[src/rtl/vga_scan_fetch.sv]
// Scan counters plus downscaled 1-bit frame fetch for the VGA sync chain.
// Owns x/y position, bank swapping at frame boundaries and the read-data pipeline.
module vga_scan_fetch #(
  parameter int H_AREA      = 800,
  parameter int H_LINE      = 1056,
  parameter int V_AREA      = 600,
  parameter int V_LINE      = 628,
  parameter int SCALE_SHIFT = 3,
  parameter int SRC_W       = 100,
  parameter int SRC_H       = 75,
  parameter int ADDR_W      = 13,
  parameter int MEM_LATENCY = 1
) (
  input  logic                        CLK_40,
  input  logic                        reset,
  input  logic                        pixel_clk,
  input  logic                        frame_ready,
  input  logic                        mem_rd_data,
  output logic [$clog2(H_LINE)-1:0]   x_pos,
  output logic [$clog2(V_LINE)-1:0]   y_pos,
  output logic                        frame_start,
  output logic                        mem_rd_en,
  output logic [ADDR_W:0]             mem_addr,
  output logic                        pixel_out,
  output logic                        pixel_valid,
  output logic                        bank_sel,
  output logic                        frame_ack
);

  localparam int XW = $clog2(H_LINE);
  localparam int YW = $clog2(V_LINE);
  localparam logic [ADDR_W-1:0] LAST_ROW_BASE = ADDR_W'((SRC_H - 1) * SRC_W);

  logic [XW-1:0]     x_reg;
  logic [YW-1:0]     y_reg;
  logic [ADDR_W-1:0] row_base_reg;
  logic              bank_reg;
  logic              hold_reg;

  logic x_last, y_last, active, step;

  assign x_last = (x_reg == XW'(H_LINE - 1));
  assign y_last = (y_reg == YW'(V_LINE - 1));
  assign active = (x_reg < XW'(H_AREA)) && (y_reg < YW'(V_AREA));
  assign step   = pixel_clk & ~reset;

  // Row base tracks (y >> SCALE_SHIFT) * SRC_W incrementally; it parks on the
  // last source row during vertical blanking so the address stays in range.
  always_ff @(posedge CLK_40) begin
    if (reset) begin
      x_reg        <= '0;
      y_reg        <= '0;
      row_base_reg <= '0;
      bank_reg     <= 1'b0;
    end else if (pixel_clk) begin
      if (x_last) begin
        x_reg <= '0;
        if (y_last) begin
          y_reg        <= '0;
          row_base_reg <= '0;
          if (frame_ready)
            bank_reg <= ~bank_reg;
        end else begin
          y_reg <= y_reg + 1'b1;
          if ((&y_reg[SCALE_SHIFT-1:0]) && (row_base_reg != LAST_ROW_BASE))
            row_base_reg <= row_base_reg + ADDR_W'(SRC_W);
        end
      end else begin
        x_reg <= x_reg + 1'b1;
      end
    end
  end

  assign x_pos       = x_reg;
  assign y_pos       = y_reg;
  assign bank_sel    = bank_reg;
  assign frame_start = step & x_last & y_last;
  assign frame_ack   = frame_start & frame_ready;
  assign mem_rd_en   = step & active;
  assign mem_addr    = {bank_reg, row_base_reg + ADDR_W'(x_reg >> SCALE_SHIFT)};

  // One {valid, active} stage per cycle of memory latency.
  genvar gi;
  generate
    for (gi = 0; gi < MEM_LATENCY; gi++) begin : g_pipe
      logic vld_reg, act_reg;
      logic vld_next, act_next;
      if (gi == 0) begin : g_head
        assign vld_next = step;
        assign act_next = step & active;
      end else begin : g_tail
        assign vld_next = g_pipe[gi-1].vld_reg;
        assign act_next = g_pipe[gi-1].act_reg;
      end
      always_ff @(posedge CLK_40) begin
        if (reset) begin
          vld_reg <= 1'b0;
          act_reg <= 1'b0;
        end else begin
          vld_reg <= vld_next;
          act_reg <= act_next;
        end
      end
    end
  endgenerate

  logic pipe_vld, pipe_act;
  assign pipe_vld    = g_pipe[MEM_LATENCY-1].vld_reg & ~reset;
  assign pipe_act    = g_pipe[MEM_LATENCY-1].act_reg;
  assign pixel_valid = pipe_vld;
  assign pixel_out   = pipe_vld ? (pipe_act & mem_rd_data) : hold_reg;

  always_ff @(posedge CLK_40) begin
    if (reset)
      hold_reg <= 1'b0;
    else
      hold_reg <= pixel_out;
  end

endmodule

[config.mk]
export PLATFORM = sky130hd
export DESIGN_NAME = vga_scan_fetch
export DESIGN_NICKNAME = d
export VERILOG_FILES = /design/src/rtl/vga_scan_fetch.sv
export SDC_FILE = /design/constraint.sdc
export NUM_CORES = 1
export LEC_CHECK = 0
export ABC_AREA = 1
export CAP_MARGIN = 10
export CORE_ASPECT_RATIO = 0.8
export CORE_MARGIN = 1.5
export CORE_UTILIZATION = 44
export DETAILED_ROUTE_END_ITERATION = 8
export GPL_ROUTABILITY_DRIVEN = 1
export PLACE_DENSITY = 0.72
export SLEW_MARGIN = 40
export SYNTH_ARGS = -nofsm -noshare
export SYNTH_HDL_FRONTEND = slang
export SYNTH_SLANG_ARGS = --single-unit
[constraint.sdc]
create_clock -name CLK_40 -period 1.6 [get_ports CLK_40]
set_clock_uncertainty 0.15 [all_clocks]
set_input_delay 0.24 -clock CLK_40 [delete_from_list [all_inputs] [get_ports CLK_40]]
set_output_delay 0.24 -clock CLK_40 [all_outputs]
set_load 0.02 [all_outputs]
==> metrics.txt <==
drt first pass iters 7; WL/cell 20.9 µm; initial antenna violation count 0; final hold viol count 0; unrepaired setup endpoints after global routing true; Synth Warn # 0; CP max stage cell dfxtp_4; vias in the first global route 3136; clk sinks 36; port bufs 45; CP startpoint x_pos[9]; Tot Pwr 0.00179 W; CP arrival 1.92 ns; worst path buffer plus inverter count 3; Worst Tran Pin Value 0.359 ns; CP Capture Type output pin; ANT nets after route 0; top-area cell type share of the netlist area 30.4%; Post-Syn Area 0.00237 mm²; Setup crit end mem_addr[11]; clock root buffer clkbuf_8; post-layout min period 2.31 ns; Fmax 434 MHz; Yosys reg bits 36; FF-to-FF Start x_pos[9]; Die H 68.7 µm; Crit path required time 1.21 ns; sequential area share after synthesis 30.4%; # rows 23; die width 85.1 µm; fin cells 587; synthesis-to-finish area growth 95.7%; first-pass GRT wire length 14500 µm; CTS clk-pin slew, worst paths 0.08 ns; worst skew pair latency 0.30 ns; power per standard cell area 385 mW/mm²; FF-to-FF path depth 11; Layout Utilization 91.2%; r2r endpoint row_base_reg[4]; final setup fails 42; layout cells sized above 1 55.8%; WP depth 9; worst hold path type in -> reg; main area contributors after synthesis dfxtp_1 (30%), nand2_1 (14%), nor2_1 (7.6%); Worst VDD drop 0.431 mV; normalized max-slew margin 75.9%; GRT overflow 0; Hold Buf Count CTS 0; final net count 540; CTS tree yes; I/O Pins 46; slowest cell delay on critical path 0.37 ns; initial DRC count 401; Global Route Usage Sum 31.8%; gpl congestion 0.879; Tcrit/Tclk final 144%; largest net degree at the start of global routing 13; crit path kind reg -> out; R2R setup slack -0.50 ns; post-DP HPWL 5880 µm; Synth Instances 359; # placed instances 553; P_leak 2.28 nW; diodes inserted 0; status finished with violations; WHS 0.144 ns; via-per-instance ratio 5.97; Critical Path Source Type flop; Distinct cells, synth 31; largest area contributor in the netlist dfxtp_1; failing checks DRC, setup timing; Max FO, Critical Path 3; # DRC 3; syn_area_per_cell 6.61 µm²; CORE AREA 0.00509 mm²; Vias 3506; syn_nets 375; Final Slew Violations 0; final WL 12200 µm; final setup margin -0.705 ns; DIE AREA 0.00585 mm²; Num CTS Buffers 5; crit-path cells ha_4 -> nand2_1 -> inv_2 -> nand4_1 -> buf_4 -> a21oi_4 -> nand3_1 -> nand2_2 -> buf_6; CP delay by family, top simple AND/OR/NAND/NOR gates; H-tree Lvls 2; CTS Buffer Depth 2; max cap viols 0; Starting Density 46.6%
-- timing repair --
action                                  in CTS  in global routing
gates cloned                                 0                  1
pin swaps                                   32                 51
endpoints found under the setup margin      70                 45
buffers inserted                            15                 15
resized for setup                          178                 99
endpoints found under the hold margin        0                  0
-- Yosys cell counts --
cell,number
nand2_1,89
nor2_1,48
inv_1,41
dfxtp_1,36
a21oi_1,27
nand3_1,25
ha_1,11
xor2_1,9
nor2_2,8
o21ai_0,8
inv_2,7
nor3_1,6
a211oi_1,5
nand2_2,5
buf_4,4
nand4_1,4
a21o_1,3
nor3b_1,3
o21ai_2,3
clkbuf_1,2
nand2_4,2
nand3_2,2
nor2_4,2
nor3_2,2
buf_6,1
nand3b_1,1
nand4_2,1
nor2_8,1
o21a_1,1
or2_0,1
xnor2_1,1
-- worst min path at each step --
stage,slack (ns),depth (start not counted),to,start
2_1_floorplan,0.17,1,g_pipe[0].vld_reg,reset
3_3_place_gp,0.34,2,hold_reg,hold_reg
3_5_place_dp,0.35,2,hold_reg,hold_reg
4_1_cts,0.15,2,g_pipe[0].vld_reg,reset
5_1_grt,0.15,2,g_pipe[0].vld_reg,reset
6_report,0.14,2,g_pipe[0].vld_reg,reset
-- per-stage QoR --
stage	TNS, ns	area (µm²)	setup WS [ns]
floorplan	-1.03	2610	-0.181
global placement	-18.50	3800	-0.809
detailed placement	-19.58	3800	-0.803
CTS	-11.78	4210	-0.589
global route	-17.09	4640	-0.765
finish	-15.35	4640	-0.705
-- routing by layer --
| metal | wire, µm | share of wire [%] | GRT usage [%] | vias up |
|---|---|---|---|---|
| met4 | 842 | 6.9 | 13.9 | 0 |
| met3 | 1280 | 10 | 5.71 | 103 |
| met2 | 5530 | 45 | 57.3 | 299 |
| li1 | - | - | - | 1479 |
| met1 | 4600 | 38 | 37.9 | 1625 |
| met5 | 0 | 0 | 0 | - |
-- cells by family after synthesis --
kind of cell	Yosys count	share of synthesized area, %
AOI/OAI and AO/OA	47	11.3
adders and majority gates	11	5.80
buffers and inverters	55	9.65
DFF	36	30.4
xor gates and xnor gates	10	3.69
and+or+nand+nor	200	39.2
-- where the power goes --
part           total, W  switching [W]  internal (W)
clock          0.000720       0.000368      0.000352
combinational  0.000169      0.0000989     0.0000700
sequential     0.000899     0.00000689      0.000892
total           0.00179       0.000473       0.00131
-- final cells by class --
type,count,area (µm²)
multi-input cells,268,2090
flip-flops and latches,36,771
clock buffers,8,90.1
repair buffers,164,1400
repair inverters,1,16.3
fillers,204,449
well taps,62,77.6
inverters,48,199
-- cell usage in the layout (no fill, tap or decap), drive strengths merged, types with 11 or more instances in the layout --
cell type	Yosys	routed
a21oi	27	27
buf	5	135
clkbuf	2	11
dfxtp	36	36
dlygate4sd2	0	23
ha	11	11
inv	48	46
nand2	96	96
nand3	27	27
nor2	59	59
o21ai	11	11
(Power assumes the default switching activity.)
